===== src/rtl/dmem_arbiter.sv =====
// Single-port data memory arbiter between the CPU MEM stage and a debug loader.
// IDLE arbitrates, ISSUE drives the memory for one cycle, RESP acks and captures read data.
module dmem_arbiter #(
    parameter int ADDR_W   = 8,
    parameter int DATA_W   = 8,
    parameter int MAX_WAIT = 4,
    parameter int LOCK_MAX = 16
) (
    input  logic              clk,
    input  logic              reset,
    input  logic              cpu_req,
    input  logic              cpu_we,
    input  logic [ADDR_W-1:0] cpu_addr,
    input  logic [DATA_W-1:0] cpu_wdata,
    output logic [DATA_W-1:0] cpu_rdata,
    output logic              cpu_ack,
    output logic              cpu_stall,
    input  logic              dbg_req,
    input  logic              dbg_we,
    input  logic              dbg_lock,
    input  logic [ADDR_W-1:0] dbg_addr,
    input  logic [DATA_W-1:0] dbg_wdata,
    output logic [DATA_W-1:0] dbg_rdata,
    output logic              dbg_ack,
    output logic              mem_en,
    output logic              mem_we,
    output logic [ADDR_W-1:0] mem_addr,
    output logic [DATA_W-1:0] mem_wdata,
    input  logic [DATA_W-1:0] mem_rdata,
    output logic              owner
);
    localparam int WW = $clog2(MAX_WAIT + 2);
    localparam int LW = $clog2(LOCK_MAX + 2);

    typedef enum logic [1:0] {IDLE, ISSUE, RESP} state_t;

    state_t            state_q, state_d;
    logic [WW-1:0]     wait_q, wait_d;
    logic [LW-1:0]     lock_q, lock_d;
    logic              owner_q, owner_d;
    logic              we_q, we_d;
    logic [ADDR_W-1:0] addr_q, addr_d;
    logic [DATA_W-1:0] wdata_q, wdata_d;
    logic [DATA_W-1:0] cpu_rdata_q, cpu_rdata_d;
    logic [DATA_W-1:0] dbg_rdata_q, dbg_rdata_d;

    logic lock_ok, dbg_wins, burst, grant_dbg, grant_cpu;

    // lock_cnt saturates at LOCK_MAX, so "not equal" is the same as "below the limit"
    assign lock_ok   = (lock_q != LW'(LOCK_MAX));
    assign dbg_wins  = dbg_req && (!cpu_req || (dbg_lock && lock_ok) || (wait_q == WW'(MAX_WAIT)));
    assign burst     = (state_q == RESP) && owner_q && dbg_lock && dbg_req && lock_ok;
    assign grant_dbg = ((state_q == IDLE) && dbg_wins) || burst;
    assign grant_cpu = (state_q == IDLE) && cpu_req && !dbg_wins;

    always_ff @(posedge clk or negedge reset) begin
        if (!reset) begin
            state_q     <= IDLE;
            wait_q      <= '0;
            lock_q      <= '0;
            owner_q     <= 1'b0;
            we_q        <= 1'b0;
            addr_q      <= '0;
            wdata_q     <= '0;
            cpu_rdata_q <= '0;
            dbg_rdata_q <= '0;
        end else begin
            state_q     <= state_d;
            wait_q      <= wait_d;
            lock_q      <= lock_d;
            owner_q     <= owner_d;
            we_q        <= we_d;
            addr_q      <= addr_d;
            wdata_q     <= wdata_d;
            cpu_rdata_q <= cpu_rdata_d;
            dbg_rdata_q <= dbg_rdata_d;
        end
    end

    always_comb begin
        state_d = state_q;
        case (state_q)
            IDLE:    if (grant_dbg || grant_cpu) state_d = ISSUE;
            ISSUE:   state_d = RESP;
            RESP:    state_d = burst ? ISSUE : IDLE;
            default: state_d = IDLE;
        endcase
    end

    // Transaction latch, fairness counters and read-data capture
    always_comb begin
        owner_d     = owner_q;
        we_d        = we_q;
        addr_d      = addr_q;
        wdata_d     = wdata_q;
        cpu_rdata_d = cpu_rdata_q;
        dbg_rdata_d = dbg_rdata_q;
        wait_d      = wait_q;
        lock_d      = lock_q;
        if (grant_dbg) begin
            owner_d = 1'b1;
            we_d    = dbg_we;
            addr_d  = dbg_addr;
            wdata_d = dbg_wdata;
        end else if (grant_cpu) begin
            owner_d = 1'b0;
            we_d    = cpu_we;
            addr_d  = cpu_addr;
            wdata_d = cpu_wdata;
        end
        if (grant_dbg || !dbg_req) wait_d = '0;
        else if (grant_cpu)        wait_d = wait_q + WW'(1);
        if (grant_cpu || !dbg_lock)    lock_d = '0;
        else if (grant_dbg && lock_ok) lock_d = lock_q + LW'(1);
        if ((state_q == RESP) && !we_q) begin
            if (owner_q) dbg_rdata_d = mem_rdata;
            else         cpu_rdata_d = mem_rdata;
        end
    end

    always_comb begin
        mem_en    = (state_q == ISSUE);
        mem_we    = mem_en && we_q;
        mem_addr  = mem_en ? addr_q  : '0;
        mem_wdata = mem_en ? wdata_q : '0;
        cpu_ack   = (state_q == RESP) && !owner_q;
        dbg_ack   = (state_q == RESP) && owner_q;
        cpu_stall = cpu_req && !cpu_ack;
        cpu_rdata = cpu_rdata_q;
        dbg_rdata = dbg_rdata_q;
        owner     = owner_q;
    end
endmodule


===== config.mk =====
export PLATFORM = sky130hd
export DESIGN_NAME = dmem_arbiter
export DESIGN_NICKNAME = d
export VERILOG_FILES = /design/src/rtl/dmem_arbiter.sv
export SDC_FILE = /design/constraint.sdc
export NUM_CORES = 1
export LEC_CHECK = 0
export CAP_MARGIN = 10
export CORE_MARGIN = 2
export CORE_UTILIZATION = 49
export CTS_CLUSTER_SIZE = 8
export DETAILED_ROUTE_END_ITERATION = 8
export HOLD_SLACK_MARGIN = 0.08
export PLACE_DENSITY = 0.94
export SLEW_MARGIN = 20
export SYNTH_ARGS = -nofsm -noshare
export SYNTH_HDL_FRONTEND = slang
export SYNTH_SLANG_ARGS = --single-unit

===== constraint.sdc =====
create_clock -name clk -period 5.2 [get_ports clk]
set_input_delay 1.3 -clock clk [delete_from_list [all_inputs] [get_ports clk]]
set_output_delay 1.3 -clock clk [all_outputs]
set_load 0.03 [all_outputs]

==> flow_metrics.tcl, run 1 <==
set metrics [dict create \
    routed_via_density 5.00 \
    finalWeightedCongestion 0.764 \
    grt_max_degree 45 \
    synth-main-ff-cell "sky130_fd_sc_hd__dfrtp_1" \
    period_share_pct 76.2 \
    min_delay_endpoint "cpu_rdata[5]" \
    path_clk_slew_ns 0.08 \
    syn_area_sq_um 2450 \
    timing.critical_path.fanout_max 4 \
    critPathArrivalTime_ns 2.66 \
    dpl.cell_count 364 \
    min-delay-path-class "reg2reg" \
    dp_hpwl_mm 4.02 \
    layout.cells.non_filler 373 \
    slew-limit-headroom_pct 32.9 \
    grt_pass1_vias 1925 \
    final.setup.tns_ns 0 \
    worst_ir_drop_vdd_v 0.000273 \
    async_set_or_reset_flop_fraction_in_the_synthesized_netlist_pct 100 \
    post_cts.repair.setup_buffers 0 \
    synth.distinct_cells 43 \
    nets_in_the_synthesized_netlist 274 \
    placeableCoreArea_sq_um 4790 \
    yosys_warnings 0 \
    maxSlewViolCount 0 \
    criticalPathCategory "in2out" \
    worst-endpoint-required_ns 3.90 \
    drive_gt1_share_pct 19.9 \
    edff_count_synth 0 \
    syn-instance-count 223 \
    run_status "finished clean" \
    clock-skew-final_ns 0.00943 \
    drt_wl_total_mm 5.38 \
    dr_total_vias 1866 \
    crit_path_end_kind "output port" \
    rsz_0062_raised_after_global_routing "no" \
    die_h_microns 74.7 \
    timing.rr.end "wdata_q[0]" \
    drv.max_cap_violation_count 0 \
    firstDrtPassIters 4 \
    clock_tree.htree_level_count 2 \
    gr-total-overflow 0 \
    critical_path.reg2reg.startpoint "wait_q[0]" \
    grt_usage_pct 21.2 \
    clkSinkCount 44 \
    final_setup_violating_endpoints 0 \
    io_buffers 84 \
    postRouteAntennaNets 0 \
    drc 0 \
    floorplan.rows 25 \
    hold_start "cpu_rdata[5]" \
    insertedDiodeCount 0 \
    final_nets 356 \
    tritoncts.num_buffers 5 \
    post_cts_resize_count 0 \
    postSynthRegisterBits 44 \
    routed_wire_length_per_instance_microns 14.4 \
    die_w_microns 74.7 \
    worstMarginPinSlew_ns 1.00 \
    synth_sequential_area_ratio_pct 45.0 \
    power_density_nw_per_um2 551 \
    worstSetupStartpointType "input pin" \
    ctsRootBufferMaster "sky130_fd_sc_hd__clkbuf_8" \
    syn-mean-instance-area_sq_um 11.0 \
    grt_antenna_before_repair 0 \
    grt_pass1_wl_mm 8.95 \
    clock_tree.buffer_depth 2 \
    initial_utilization_pct 51.2 \
    p_leak_nw 1.49 \
    timing.reg2reg.worst_path_depth 6 \
    clk-insertion-delay-late_ns 0.29 \
    boundaryPins 85 \
    whs_path_depth 1 \
    cts_tree "built" \
    drtIter0Drc 77 \
    final_hold_viol_count 0 \
    achievable-frequency_ghz 0.252 \
    regToRegSetupSlack_ns 3.10 \
    syn_to_final_growth_pct 38.5 \
    layout_min_cycle_time_ns 3.96 \
    die-area_sq_um 5580 \
    cts_hold_repair.buffers 0 \
]
cells in the mapped netlist, types with 2 or more instances:
cell type                  instances  share of area (%)
sky130_fd_sc_hd__clkbuf_1          3               0.46
sky130_fd_sc_hd__and2_2            2               0.61
sky130_fd_sc_hd__o21ai_0           6                1.2
sky130_fd_sc_hd__buf_2             2               0.41
sky130_fd_sc_hd__dfrtp_1          44                 45
sky130_fd_sc_hd__nand3_1           4               0.82
sky130_fd_sc_hd__ha_1              4                2.0
sky130_fd_sc_hd__mux2_2           17                7.8
sky130_fd_sc_hd__o21ai_1           3               0.61
sky130_fd_sc_hd__mux2_4           16                9.8
sky130_fd_sc_hd__buf_6             3                1.4
sky130_fd_sc_hd__inv_1             7                1.1
sky130_fd_sc_hd__buf_12            2                1.6
sky130_fd_sc_hd__nor3_2            3                1.2
sky130_fd_sc_hd__a21oi_1           2               0.41
sky130_fd_sc_hd__nor2_1            3               0.46
sky130_fd_sc_hd__nand2_1          53                8.1
sky130_fd_sc_hd__nor2b_1           6                1.5
sky130_fd_sc_hd__and2_1           18                4.6
sky130_fd_sc_hd__xnor2_1           2               0.72
state kept, by name (all words and copies together), names as in the netlist:
| signal | cells |
|---|---|
| dbg_rdata | 8 |
| wdata_q | 8 |
| cpu_rdata | 8 |
| addr_q | 8 |
| lock_q | 5 |
| wait_q | 3 |
| owner | 1 |
| state_q | 2 |
| we_q | 1 |
routing by layer:
| layer | up-vias | wire (microns) | GRT usage (%) |
|---|---|---|---|
| met5 | - | 0 | 0 |
| met4 | 0 | 72 | 8.73 |
| met3 | 6 | 348 | 4.69 |
| met2 | 72 | 2770 | 36.1 |
| met1 | 886 | 2190 | 26.1 |
| li1 | 902 | - | - |
worst max-delay path by stage:
stage / from / to / slack, ns / cells after the start
finish: cpu_req / cpu_stall / 1.24 / 3
global route: state_q[0] / mem_addr[5] / 1.10 / 3
CTS: cpu_req / cpu_stall / 1.23 / 3
detailed placement: cpu_req / cpu_stall / 1.23 / 3
global placement: cpu_req / cpu_stall / 1.25 / 3
floorplan: cpu_req / cpu_stall / 2.14 / 1
layout by cell type, fill, tap and decap left out, types with 2 or more instances in the layout:
cell type                         instances
sky130_fd_sc_hd__dfrtp_1                 44
sky130_fd_sc_hd__o21ai_0                  6
sky130_fd_sc_hd__clkdlybuf4s50_1         83
sky130_fd_sc_hd__nand2_1                 53
sky130_fd_sc_hd__clkinv_2                 2
sky130_fd_sc_hd__ha_1                     4
sky130_fd_sc_hd__nor3_2                   3
sky130_fd_sc_hd__nor2b_1                  6
sky130_fd_sc_hd__a21oi_1                  2
sky130_fd_sc_hd__and2_2                   2
sky130_fd_sc_hd__o21ai_1                  3
sky130_fd_sc_hd__nor2_1                   3
sky130_fd_sc_hd__mux2_4                  16
sky130_fd_sc_hd__clkbuf_8                 6
sky130_fd_sc_hd__inv_1                    7
sky130_fd_sc_hd__nand3_1                  4
sky130_fd_sc_hd__xnor2_1                  2
sky130_fd_sc_hd__mux2_2                  17
sky130_fd_sc_hd__and2_1                  18
cells by family (layout without fill, tap and decap cells):
| family | count (synthesis) | after routing | synth area share (%) |
|---|---|---|---|
| simple gates | 100 | 100 | 22.6 |
| flops | 44 | 44 | 45.0 |
| mux | 34 | 34 | 18.0 |
| compound gates | 21 | 21 | 6.49 |
| buf+inv | 18 | 101 | 5.11 |
| fa+ha+maj | 4 | 4 | 2.04 |
| xor+xnor | 2 | 2 | 0.716 |
metrics by stage:
stage	worst slack, ns	power (mW)	hold WS (ns)	utilization [%]	instance area [sq um]
global placement	1.25	1.62	0.488	68.4	3270
detailed placement	1.23	1.66	0.495	68.5	3280
finish	1.24	1.87	0.507	70.9	3390
floorplan	2.14	1.31	0.520	-	2450
CTS	1.23	1.88	0.512	70.5	3370
global route	1.10	1.98	0.523	70.9	3390
critical path, cell delays in order:
cell	delay, ns
sky130_fd_sc_hd__clkdlybuf4s50_1	0.53
sky130_fd_sc_hd__nor2b_1	0.16
sky130_fd_sc_hd__clkdlybuf4s50_1	0.68
report_power, final:
group | internal [mW] | switching, mW | total [mW]
registers | 0.487 | 0.0938 | 0.581
logic | 0.520 | 0.546 | 1.07
clock network | 0.106 | 0.115 | 0.221
cell type report:
type                       instances  area, sq um
fill                             367         1390
sequential                        44         1100
multi-input combinational        161         1230
clock inverter                     2         10.0
timing repair buffer              85          856
tap                               67         83.8
clock buffer                       6         82.6
inverter                           8         30.0
Note: power is estimated with default switching activity, not from simulation.
==> run 2: changes to the inputs <==
CORE_UTILIZATION = 45   (was 49)
PLACE_DENSITY = 0.88   (was 0.94)
clock period = 3.7 ns   (was 5.2 ns; I/O delays follow)
==> flow_metrics.tcl, run 2 (synthesized netlist as in run 1, its figures left out) <==
set metrics [dict create \
    run_status "finished clean" \
    dp_hpwl_mm 3.98 \
    dr_total_vias 1888 \
    grt_max_degree 45 \
    layout_common_cells "83 x sky130_fd_sc_hd__clkdlybuf4s50_1, 53 x sky130_fd_sc_hd__nand2_1, 44 x sky130_fd_sc_hd__dfrtp_1" \
    ctsRootBufferMaster "sky130_fd_sc_hd__clkbuf_8" \
    cts_tree "built" \
    min_delay_endpoint "cpu_rdata[3]" \
    critPathArrivalTime_ns 2.41 \
    final_hold_viol_count 0 \
    finalWeightedCongestion 0.778 \
    path_cells "nor2b_1 -> buf_4 -> and2_1 -> clkdlybuf4s50_1" \
    drive_gt1_share_pct 19.6 \
    slew-limit-headroom_pct 36.4 \
    timing.critical_path.fanout_max 10 \
    p_leak_nw 1.49 \
    grt_pass1_vias 1951 \
    clock_tree.htree_level_count 2 \
    postRouteAntennaNets 0 \
    achievable-frequency_ghz 0.300 \
    grt_antenna_before_repair 0 \
    timing.rr.end "wdata_q[0]" \
    layout.cells.non_filler 376 \
    layout_min_cycle_time_ns 3.34 \
    tritoncts.num_buffers 5 \
    final.setup.tns_ns 0 \
    clkSinkCount 44 \
    clock_tree.buffer_depth 2 \
    die_h_microns 77.8 \
    die-area_sq_um 6050 \
    routed_wire_length_per_instance_microns 14.3 \
    timing.reg2reg.worst_path_depth 6 \
    dp_worst_setup_slack_ns 0.487 \
    path_clk_slew_ns 0.08 \
    initial_utilization_pct 47.3 \
    grt_pass1_wl_mm 8.98 \
    drtIter0Drc 105 \
    final_nets 356 \
    maxSlewViolCount 0 \
    final_setup_violating_endpoints 0 \
    path_delay_family "buffers and inverters" \
    whs_path_depth 1 \
    firstDrtPassIters 4 \
    final.fill_count 413 \
    gr-total-overflow 0 \
    worstSetupStartpointType "flip-flop" \
    cts_hold_repair.buffers 0 \
    routed_via_density 5.02 \
    post_cts_resize_count 0 \
    regToRegSetupSlack_ns 1.55 \
    worst-endpoint-required_ns 2.77 \
    placeableCoreArea_sq_um 5170 \
    biggest_cell_delay_along_the_critical_path_ns 0.68 \
    worst_ir_drop_vdd_v 0.000379 \
    period_share_pct 90.2 \
    rsz_0062_raised_after_global_routing "no" \
    drt_wl_total_mm 5.39 \
    min-delay-path-class "reg2reg" \
    clock-skew-final_ns 0.00414 \
    insertedDiodeCount 0 \
    criticalPathCategory "reg2out" \
    die_w_microns 77.8 \
    finalWorstSetupSlack_ns 0.364 \
    drc 0 \
    boundaryPins 85 \
    timing.critical_path.slowest_stage_cell "sky130_fd_sc_hd__clkdlybuf4s50_1" \
    post_cts.repair.setup_buffers 0 \
    crit_path_end_kind "output port" \
    drv.max_cap_violation_count 0 \
    syn_to_final_growth_pct 38.8 \
    grt_usage_pct 18.7 \
    floorplan.rows 26 \
    path_buf_inv 2 \
    dpl.cell_count 368 \
    io_buffers 84 \
    hold_start "cpu_rdata[3]" \
    mostFrequentLayoutCell "sky130_fd_sc_hd__clkdlybuf4s50_1" \
    clk-insertion-delay-late_ns 0.30 \
    worstMarginPinSlew_ns 0.954 \
    critical_path.reg2reg.startpoint "wait_q[0]" \
    power_density_nw_per_um2 786 \
]
==> run 2: changes by cell type in the layout (fill, tap and decap cells not counted) <==
cell / previous run / this run
sky130_fd_sc_hd__clkbuf_8: 6 / 5
sky130_fd_sc_hd__buf_4: 0 / 1
sky130_fd_sc_hd__buf_12: 1 / 0
sky130_fd_sc_hd__bufinv_16: 0 / 1
sky130_fd_sc_hd__clkinv_2: 2 / 1
sky130_fd_sc_hd__clkbuf_1: 0 / 1
==> run 2: cell type report <==
class                      count  area [sq um]  share of cell area (%)
timing repair buffer          85           843                    24.8
multi-input combinational    161          1230                    36.2
tap                           70          87.6                    2.58
clock inverter                 2          35.0                    1.03
inverter                       8          30.0                   0.884
sequential                    44          1100                    32.4
clock buffer                   6          72.6                    2.14
==> run 2: stage by stage <==
stage / hold WS, ns / utilization [%] / instance area (sq um) / power [mW]
after CTS: 0.514 / 65.6 / 3390 / 2.69
after floorplan: 0.520 / - / 2450 / 1.84
after detailed placement: 0.495 / 63.5 / 3280 / 2.33
after global routing: 0.531 / 65.7 / 3400 / 2.84
final: 0.512 / 65.7 / 3400 / 2.67
after global placement: 0.489 / 63.5 / 3280 / 2.28
==> run 2: metal layers <==
metal  track usage (%)  part of all wire [%]
met1              22.9                    42
met2              32.6                    51
met3              3.26                   5.9
met4              7.14                   1.5
met5                 0                     0
==> run 2: worst reg2reg max path: cells and delay by family (launching register included) <==
family          cells  cell delay [ns]
mux                 1             0.39
buf+inv             1             0.07
simple gates        2             0.76
fa+ha+maj           1             0.22
compound gates      1             0.19
flops               1             0.42
==> run 2: power by group <==
part | total, mW | switching (mW) | leakage (nW) | internal [mW]
registers | 0.816 | 0.132 | 0.545 | 0.685
clock network | 0.361 | 0.161 | 0.0552 | 0.200
logic | 1.49 | 0.759 | 0.891 | 0.736
==> run 2: how the worst max path moves through the flow <==
stage | start | depth (start not counted) | slack (ns) | endpoint
global placement | cpu_req | 3 | 0.48 | cpu_stall
floorplan | owner | 2 | 1.03 | cpu_stall
finish | state_q[0] | 4 | 0.36 | mem_addr[0]
detailed placement | cpu_req | 3 | 0.49 | cpu_stall
CTS | state_q[0] | 4 | 0.37 | mem_addr[0]
global route | state_q[0] | 4 | 0.15 | mem_addr[0]
